### config.mk
export PLATFORM = sky130hd
export DESIGN_NAME = right_shift_rot_seq
export DESIGN_NICKNAME = d
export VERILOG_FILES = /design/src/rtl/right_shift_rot_pkg.sv /design/src/rtl/right_shift_step.sv /design/src/rtl/right_shift_rot_seq.sv
export SDC_FILE = /design/constraint.sdc
export NUM_CORES = 1
export LEC_CHECK = 0
export ABC_CLOCK_PERIOD_IN_PS = 1550
export BUFFER_PORTS_ARGS = -buffer_cell sky130_fd_sc_hd__buf_2
export CORE_MARGIN = 2
export CORE_UTILIZATION = 48
export DETAILED_ROUTE_END_ITERATION = 7
export GPL_TIMING_DRIVEN = 0
export PLACE_DENSITY = 0.86
export REMOVE_ABC_BUFFERS = 1
export SYNTH_ARGS = -nofsm -noshare
export SYNTH_HDL_FRONTEND = slang
export SYNTH_SLANG_ARGS = --single-unit
### constraint.sdc
create_clock -name clk -period 1.55 [get_ports clk]
set_input_delay 0.155 -clock clk [delete_from_list [all_inputs] [get_ports clk]]
set_output_delay 0.155 -clock clk [all_outputs]
set_load 0.01 [all_outputs]
### src/rtl/right_shift_rot_pkg.sv
// Shared types and constants for the sequential right shift/rotate engine.
//   state_e : FSM encoding (idle, stepping, result held)
//   MODE_*  : mode select encodings; 2'b11 is reserved and behaves as rotate
package right_shift_rot_pkg;

  typedef enum logic [1:0] {
    ST_IDLE  = 2'b00,
    ST_SHIFT = 2'b01,
    ST_DONE  = 2'b10
  } state_e;

  localparam logic [1:0] MODE_ROR = 2'b00;
  localparam logic [1:0] MODE_LSR = 2'b01;
  localparam logic [1:0] MODE_ASR = 2'b10;

endpackage

### src/rtl/right_shift_step.sv
// Combinational single-bit right step.
//   q       : current word
//   mode    : rotate / logical / arithmetic select
//   q_next  : word moved right by one position
//   ejected : bit leaving the LSB end
module right_shift_step
  import right_shift_rot_pkg::*;
#(
  parameter int WIDTH = 4
) (
  input  logic [WIDTH-1:0] q,
  input  logic [1:0]       mode,
  output logic [WIDTH-1:0] q_next,
  output logic             ejected
);

  logic fill;

  always_comb begin
    fill = q[0];
    case (mode)
      MODE_LSR: fill = 1'b0;
      MODE_ASR: fill = q[WIDTH-1];
      default:  fill = q[0];
    endcase
    q_next  = {fill, q[WIDTH-1:1]};
    ejected = q[0];
  end

endmodule

### src/rtl/right_shift_rot_seq.sv
// Sequential right shift/rotate engine with load/unload handshake.
//   clk, rst            : clock, asynchronous active-low reset
//   in_valid / in_ready : load handshake (data_in, amt, mode sampled on accept)
//   out_valid/out_ready : result handshake, q holds while out_valid
//   q                   : working/result register
//   shift_out           : bit ejected by the most recent step
//   busy                : steps in progress
module right_shift_rot_seq
  import right_shift_rot_pkg::*;
#(
  parameter int WIDTH = 4,
  parameter int AMT_W = $clog2(WIDTH) + 1
) (
  input  logic             clk,
  input  logic             rst,
  input  logic             in_valid,
  output logic             in_ready,
  input  logic [WIDTH-1:0] data_in,
  input  logic [AMT_W-1:0] amt,
  input  logic [1:0]       mode,
  output logic             out_valid,
  input  logic             out_ready,
  output logic [WIDTH-1:0] q,
  output logic             shift_out,
  output logic             busy
);

  state_e           state, state_nx;
  logic [AMT_W-1:0] count;
  logic [1:0]       mode_r;
  logic [WIDTH-1:0] step_q;
  logic             step_ej;

  right_shift_step #(.WIDTH(WIDTH)) u_step (
    .q       (q),
    .mode    (mode_r),
    .q_next  (step_q),
    .ejected (step_ej)
  );

  always_ff @(posedge clk or negedge rst) begin
    if (!rst) begin
      state     <= ST_IDLE;
      q         <= '0;
      shift_out <= 1'b0;
      count     <= '0;
      mode_r    <= MODE_ROR;
    end else begin
      state <= state_nx;
      case (state)
        ST_IDLE: begin
          if (in_valid) begin
            q      <= data_in;
            count  <= amt;
            mode_r <= mode;
          end
        end
        ST_SHIFT: begin
          q         <= step_q;
          shift_out <= step_ej;
          count     <= count - 1'b1;
        end
        default: ;
      endcase
    end
  end

  always_comb begin
    state_nx = state;
    case (state)
      ST_IDLE:  if (in_valid) state_nx = (amt == '0) ? ST_DONE : ST_SHIFT;
      ST_SHIFT: if (count == AMT_W'(1)) state_nx = ST_DONE;
      ST_DONE:  if (out_ready) state_nx = ST_IDLE;
      default:  state_nx = ST_IDLE;
    endcase
  end

  assign in_ready  = (state == ST_IDLE);
  assign out_valid = (state == ST_DONE);
  assign busy      = (state == ST_SHIFT);

endmodule

======== Word-level counts from Yosys, hierarchy flattened ========
Cells that the tools add are included.
operators by class
  add/sub/neg operators ................... 1
  equality and inequality tests ........... 9
  muxes and demuxes ....................... 10
  reduce and logical (&&, ||, !) cells .... 7
operators with widths
  operator             number
  $mux 2               4
  $pmux 4 s2           1
  $pmux 2 s3           1
  $pmux 3 s2           1
  $reduce_and 3->1     2
  $eq 2x1->1 const B   2
  $eq 2x2->1 const B   2
  $mux 4               1
  $ne 2x1->1 const B   2
  $ne 2x2->1 const B   2
  $reduce_and 2->1     2
  $eq 3x1->1 const B   1
  $logic_not 3->1      1
  $mux 3               1
  $sub 3x1->3 const B  1
  $logic_not 2->1      1
  $pmux 1 s2           1
  $reduce_bool 2->1    1
storage, ports and cells
  bits in registers ....................... 12
  input bits .............................. 13
  output and inout bits ................... 8

======== Logic depth before layout (Yosys ltp) ========
Gate-level depths: netlist of run 1.
  depth in word-level cells ............... 4
  mapped depth ............................ 5
  mapped depth without buffers ............ 5

======== Hierarchy ========
A second synthesis of run 1 with hierarchy kept.
second synthesis, totals
  cell total of the unflattened synthesis .. 77
  area total of the unflattened synthesis .. 740.7 um2
by module, submodules not included
  module               times used  cells an instance  area an instance (um2)
  right_shift_rot_seq  1           67                 674.4
  right_shift_step     1           10                 66.3

======== Worst setup path after synthesis of run 1 ========
OpenSTA, ideal clock, no wires.
  path type ............................... reg2reg
  start ................................... reg state[1]
  end ..................................... reg count[2]
  library setup time ...................... 123 ps
  arrival time ............................ 1053 ps
  setup slack ............................. 374 ps
  cell stages (with the launch flop) ...... 5
  buffers on the path ..................... 1
  cell sequence ........................... dfrtp_1 buf_6 nand2b_1 o22a_1 o221a_1
between the ends
  cells in the longest elaborated chain, start to end .. 3
  elaborated cells between the ends (all ways) .. 6
  classes of those cells .................. eq/ne: 2; mux: 1; reduce/logical: 3
RTL lines
  element                                                                  RTL line                   text
  start: declaration                                                       right_shift_rot_seq.sv:28  state_e state, state_nx;
  start signal: assignment                                                 right_shift_rot_seq.sv:49  state <= state_nx;
  $eq 2x1->1 / $logic_not 2->1 (equally long branches)                     right_shift_rot_seq.sv:50  case (state)
  $reduce_bool 2->1 (no source line) / $ne 2x2->1 (equally long branches)  -
  $reduce_and 2->1 (no source line)                                        -
  end signal: assignment                                                   right_shift_rot_seq.sv:54  count <= amt;
  end signal: assignment                                                   right_shift_rot_seq.sv:61  count <= count - 1'b1;
  end: declaration                                                         right_shift_rot_seq.sv:29  logic [AMT_W-1:0] count;
Parallel ways exist; a longest one is shown, timed or not.
A chain may end at the register's enable or synchronous reset.

======== Final worst setup path of run 1 ========
  start ................................... reg state[1]
  end ..................................... out out_valid
between the ends
  cells in the longest elaborated chain, start to end .. 1
RTL lines
  element           RTL line                   text
  $eq 2x2->1        right_shift_rot_seq.sv:79  assign out_valid = (state == ST_DONE);
  end: declaration  right_shift_rot_seq.sv:21  output logic out_valid,
Every way passes these cells.

==> metrics.txt, run 1 <==
status completed; GR Layer Usage met3 0.0435; Peak VDD IR between 1000 and 1500 uV; Yosys top cell area share 0.444; clock buffer depth 2; Tmin final roughly 1.4 ns; reg2reg path depth 3; Worst R2R End count[2]$_DFFE_PN0P_; Psw 647 uW; Tightest Pin Transition approximately 0.32 ns; TritonCTS clock tree yes; Area Overhead vs Synth 19.6%; die area about 0.0017 sq mm; setup bufs post-CTS 0; fraction of layout cells with a size suffix above 1 0.341; Clock Latency Late Sink 0.27 ns; #FFs+latches synth 12; post-layout net count about 100; CP Max Fanout 11; Final Hold Viols 0; CTS H-tree lvls 1; I/O pins 21; unrepaired setup endpoints after global routing false; Routed WL 1.40 mm; Synth Warn # 0; critical path's slowest cell dfrtp_2; largest area contributor in the netlist dfrtp_1; Hold Crit Start mode[0]; met1 global-route usage 0.191; met2 Use GR 0.328; Pwr Total 1610 uW; Total GRT Usage 0.183; CTS root buf clkbuf_4; Synth Flop Type dfrtp_1; required time worst endpoint ~1.4 ns; Setup CP Type register to output pin; busiest grt layer met2; hold slack between 0.09 and 0.1 ns; I/O Buffers 20; post-DP HPWL 1.00 mm; synth cell count leaders 12 x dfrtp_1, 6 x inv_1, 6 x nor2_1; total core area 0.00130 sq mm; worst flop-to-flop path startpoint state[1]$_DFFE_PN0P_; power per cell area 1990 mW/mm^2; clock skew 0.00258 ns; Routed Antenna Nets 0; sequential share of power 0.411; DR WL/cell 14.0 microns; P_leak ~0.0004 uW; FFs w/ async S/R, synth 1.00; Comb power frac 0.468; Area contributors post-synth dfrtp_1 44%, mux2_1 5.0%, ha_1 3.7%; Vias/cell 5.82; Initial DRC Count 11; via count 582; most frequent cell after synthesis dfrtp_1; initial cell density of the core 0.519; Clock transition at path regs 0.07 ns; Slew Limit Fails 0; slew margin rel. 0.785; ant diodes 0; R2R setup slack 0.26 ns; # fillers roughly 120; fin crit share 0.893; Distinct cells, synth 29; Hold Path Sink mode_r[0]$_DFFE_PN0P_; Die Height 41.5 microns; crit path DAT 1.23 ns; Post-synth EDFFs 0; Synth Area per Inst 10.4 sq um; FMAX approximately 720 MHz; Cells after Synth 65; Switching Fraction 0.401; grt ovf 0; antenna violations before repair 0; # rows 13; Clock Power Share 0.121; sequential-to-total area share from yosys stat 0.444; Worst Hold Depth 2; drt drc 0; post-route setup TNS 0 ns; first-pass GRT wire length 2.42 mm; synthesized area 676 sq um; Max-cap violations 0; Die W around 42 microns; total CTS buffers 3; crit-path cells inv_1 -> nor2_1 -> buf_2; clk sinks 12; CP endpoint kind output pin; vias in the first global route 600; worst hold path class primary input to register; Int Pwr between 900 and 1000 uW; largest net degree at the start of global routing 14; critical path's largest stage delay 0.50 ns; Finish-stage setup viols 0; Startpoint Class register; placer congestion estimate 0.718; First-pass DRT Iterations 4
[power groups by stage]
stage / combinational [uW] / clock, uW / sequential (uW)
4_1_cts: 759 / 193 / 654
3_3_place_gp: 711 / 0 / 649
6_report: 755 / 194 / 663
2_1_floorplan: 505 / 0 / 648
5_1_grt: 852 / 205 / 691
3_5_place_dp: 738 / 0 / 655
[through the flow]
stage	std cells	util	area, sq um	setup slack (ns)
global route	100	0.621	808	0.0962
global placement	96	0.588	766	0.0142
detailed placement	96	0.588	766	0.0268
finish	100	0.621	808	0.166
CTS	100	0.619	806	0.0435
floorplan	61	-	647	0.0874
[worst max-delay path: cells and delay by family, from the launching register on]
family | cells | cell delay, ns
buffers and inverters | 2 | 0.30
DFF | 1 | 0.50
and+or+nand+nor | 1 | 0.15
[timing repair]
action | in CTS | in global routing
gates resized for setup | 2 | 2
hold buffers | 1 | 0
setup endpoints to repair | 1 | 2
endpoints found under the hold margin | 12 | 0
[per-layer routing]
metal,vias up,part of all wire,wire length (microns)
met3,2,0.071,100
met5,-,0,0
met4,0,0.0071,10
met1,276,0.41,580
met2,25,0.51,713
li1,279,-,-
[state kept, by name (all words and copies together), names as in the netlist]
name	count
q	4
count	3
mode_r	2
state	2
shift_out	1
[cells in the final DEF (no fill, tap or decap)]
cell and instances:
a22o_1 2, clkbuf_4 3, dfrtp_1 10, o21bai_1 1
a22oi_1 2, dlygate4sd3_1 1, nor3b_2 1, nor2_1 6
a21oi_1 2, o21ai_1 3, o221a_1 1, ha_1 2
o311a_1 1, o22a_1 1, nor2b_1 1, nor2b_4 1
nand2b_1 3, buf_2 20, a211o_1 1, and3b_1 1
o2bb2ai_1 1, o22ai_1 3, inv_1 6, mux2_1 3
a221oi_2 1, dfrtp_2 2, o41ai_2 1, o21ai_0 1
nand3b_1 1, a21boi_0 1, nand2_1 2
[kinds of logic (layout without fill, tap and decap cells)]
group           Yosys count  in the layout  share of synthesized area
compound gates           22             22                      0.259
fa+ha+maj                 2              2                     0.0370
buf+inv                  10             30                     0.0759
flops                    12             12                      0.444
mux                       3              3                     0.0500
simple gates             16             16                      0.133
[cell type report]
class                      count  area [sq um]  area share
sequential                    12           303       0.375
timing repair buffer          21           110       0.136
inverter                       6          22.5      0.0279
tap                           15          18.8      0.0232
multi-input combinational     43           332       0.410
clock buffer                   3          22.5      0.0279
[worst max-delay path by stage]
stage                    startpoint                     to  slack, ns  depth (start not counted)
2_1_floorplan  state[0]$_DFFE_PN0P_  shift_out$_DFFE_PN0P_       0.09                          2
3_3_place_gp   state[0]$_DFFE_PN0P_  shift_out$_DFFE_PN0P_       0.01                          2
3_5_place_dp   state[0]$_DFFE_PN0P_  shift_out$_DFFE_PN0P_       0.03                          2
4_1_cts        state[1]$_DFFE_PN0P_              out_valid       0.04                          3
5_1_grt        state[0]$_DFFE_PN0P_                   busy        0.1                          2
6_report       state[1]$_DFFE_PN0P_              out_valid       0.17                          3
Power figures use the tool's default switching activity.
==> inputs of run 2 (changes only) <==
--- a/config.mk
+++ b/config.mk
@@ -5,12 +5,14 @@
 export SDC_FILE = /design/constraint.sdc
 export NUM_CORES = 1
 export LEC_CHECK = 0
+export ABC_AREA = 1
 export ABC_CLOCK_PERIOD_IN_PS = 1550
 export BUFFER_PORTS_ARGS = -buffer_cell sky130_fd_sc_hd__buf_2
 export CORE_MARGIN = 2
-export CORE_UTILIZATION = 48
+export CORE_UTILIZATION = 49
 export DETAILED_ROUTE_END_ITERATION = 7
 export GPL_TIMING_DRIVEN = 0
+export HOLD_SLACK_MARGIN = 0.03
 export PLACE_DENSITY = 0.86
 export REMOVE_ABC_BUFFERS = 1
 export SYNTH_ARGS = -nofsm -noshare
==> run 2 against run 1 <==
  * Clock power increased by 30%
  * Register-to-register slack got worse by 0.11 ns
  * Synthesized area rose by 7.6%
  * Critical endpoint is now count[2]$_DFFE_PN0P_
  * Largest cell class unchanged
==> metrics.txt, run 2 <==
critical path's slowest cell dfrtp_1; setup bufs post-CTS 0; initial cell density of the core 0.538; largest net degree at the start of global routing 14; fin crit share 0.902; via count 644; R2R setup slack 0.15 ns; max FFs per register 4; Routed Antenna Nets 0; Distinct cells, synth 19; synthesized area 727 sq um; Synth Flop Type dfrtp_1; worst flop-to-flop path startpoint state[1]$_DFFE_PN0P_; Multi-input gate area 348 sq um; total core area roughly 0.0014 sq mm; most frequent cells in the layout 24 x nand2_1, 20 x buf_2, 12 x dfrtp_1, 11 x inv_1, 9 x nand2_2; most frequent cell after synthesis nand2_1; TritonCTS clock tree yes; FF/Latch Area approximately 300 sq um; DR WL/cell 10.9 microns; CTS H-tree lvls 1; Area Overhead vs Synth 18.6%; P_leak roughly 0.00048 uW; most common cell after layout, fill and taps aside nand2_1; largest area contributor in the netlist dfrtp_1; Tightest Pin Transition 0.326 ns; biggest regs q (4), count (3); First-pass DRT Iterations 4; first-pass GRT wire length 2.48 mm; vias in the first global route 602; synth cell count leaders 24 x nand2_1, 12 x dfrtp_1, 11 x inv_1; #FFs+latches synth 12; Die Height 42.5 microns; CP bufs+invs 2; worst hold path class primary input to register; Synth Warn # 0; drt drc 0; critical path's largest stage delay 0.45 ns; Hold Crit Start mode[0]; Setup CP Type register to register; Cells after Synth 91; Slew Limit Fails 0; Tmin final about 1.4 ns; Yosys top cell area share 0.413; sequential-to-total area share from yosys stat 0.413; post-route setup TNS 0 ns; Hold Path Sink mode_r[0]$_DFFE_PN0P_; grt ovf 0; total CTS buffers 3; reg2reg path depth 6; die area 0.00181 sq mm; FMAX roughly 700 MHz; I/O pins 21; Placement Cell Area 816 sq um; Total GRT Usage 0.180; unrepaired setup endpoints after global routing false; power per cell area 2120 mW/mm^2; fraction of layout cells with a size suffix above 1 0.381; Worst R2R End count[2]$_DFFE_PN0P_; post-DP HPWL 1.09 mm; Final Hold Viols 0; clock buffer depth 2; Clock transition at path regs 0.08 ns; CP Max Fanout 13; CP endpoint kind register; Initial DRC Count 12; Routed WL ~1.4 mm; largest register by flop count q; # rows 13; Worst Hold Depth 3; antenna violations before repair 0; Clock Latency Late Sink 0.27 ns; Max-cap violations 0; clk sinks 12; Vias/cell just over 5; Most common cell on crit path nand2_2; crit path DAT 1.56 ns; Post-synth EDFFs 0; ant diodes 0; status completed; crit-path cells inv_2 -> nand2_2 -> nand2_2 -> inv_1 -> nand2_1 -> nand3_1; placer congestion estimate 0.733; required time worst endpoint 1.71 ns; # fillers 117; post-layout net count 129; post-route cell area 862 sq um; Startpoint Class register; Finish-stage setup viols 0; slew margin rel. 0.782; CP top delay family simple AND/OR/NAND/NOR gates; FFs w/ async S/R, synth 1.00; clock skew 0.00303 ns; Synth Area per Inst 7.99 sq um; Die W 42.5 microns; Area contributors post-synth dfrtp_1 41%, nand2_1 12%, nand2_2 7.7%; Peak VDD IR around 1200 uV; I/O Buffers 20; CTS root buf clkbuf_4
## run 2: how the worst max path moves through the flow
stage / slack, ns / from / cells after the start / to
finish: 0.15 / state[1]$_DFFE_PN0P_ / 6 / count[2]$_DFFE_PN0P_
global placement: 0.20 / state[1]$_DFFE_PN0P_ / 6 / count[2]$_DFFE_PN0P_
detailed placement: 0.17 / state[1]$_DFFE_PN0P_ / 6 / count[2]$_DFFE_PN0P_
global route: 0.05 / state[1]$_DFFE_PN0P_ / 6 / count[2]$_DFFE_PN0P_
floorplan: 0.26 / state[0]$_DFFE_PN0P_ / 6 / count[2]$_DFFE_PN0P_
CTS: 0.15 / state[1]$_DFFE_PN0P_ / 6 / count[2]$_DFFE_PN0P_
## run 2: timing repair
item / in CTS / in global routing
hold endpoints to repair: 12 / 0
gates resized for setup: 0 / 0
hold buffers: 1 / 0
## run 2: cells by family after synthesis
| group | count (synthesis) | share of synthesized area |
|---|---|---|
| simple gates | 48 | 0.327 |
| buf+inv | 16 | 0.108 |
| compound gates | 13 | 0.117 |
| flops | 12 | 0.413 |
| fa+ha+maj | 2 | 0.0344 |
## run 2: area by class of cell
class                           count  area share
Tap cell                           15      0.0218
Clock buffer                        4      0.0421
Sequential cell                    12       0.348
Timing Repair Buffer               21       0.128
Multi-Input combinational cell     63       0.403
Inverter                           13      0.0566
## run 2: routing by layer
metal / track usage / share of wire / up-vias
met1: 0.214 / 0.45 / 288
li1: - / - / 326
met4: 0.0750 / 0.015 / 0
met5: 0 / 0 / -
met3: 0.0302 / 0.066 / 4
met2: 0.317 / 0.47 / 26
## run 2: metrics by stage
step / util / power, uW / hold WS [ns] / instances / worst slack (ns)
CTS: 0.639 / 1840 / 0.0972 / 128 / 0.152
finish: 0.639 / 1820 / 0.0927 / 128 / 0.152
detailed placement: 0.604 / 1580 / 0.0531 / 123 / 0.167
global route: 0.639 / 1980 / 0.110 / 128 / 0.0475
floorplan: - / 1310 / -0.141 / 88 / 0.258
global placement: 0.604 / 1530 / 0.0489 / 123 / 0.204
## run 2: worst min-delay path: cells and delay by family
kind                   cells  cell delay [ns]
buffers and inverters      1             0.07
AO/OA/AOI/OAI              1             0.06
AND/OR/NAND/NOR            1             0.04
## run 2: power by group
part           switching, uW  internal (uW)  leakage [uW]
sequential               126            467      0.000149
clock                    110            143     0.0000210
combinational            612            367      0.000305
total                    848            976      0.000475
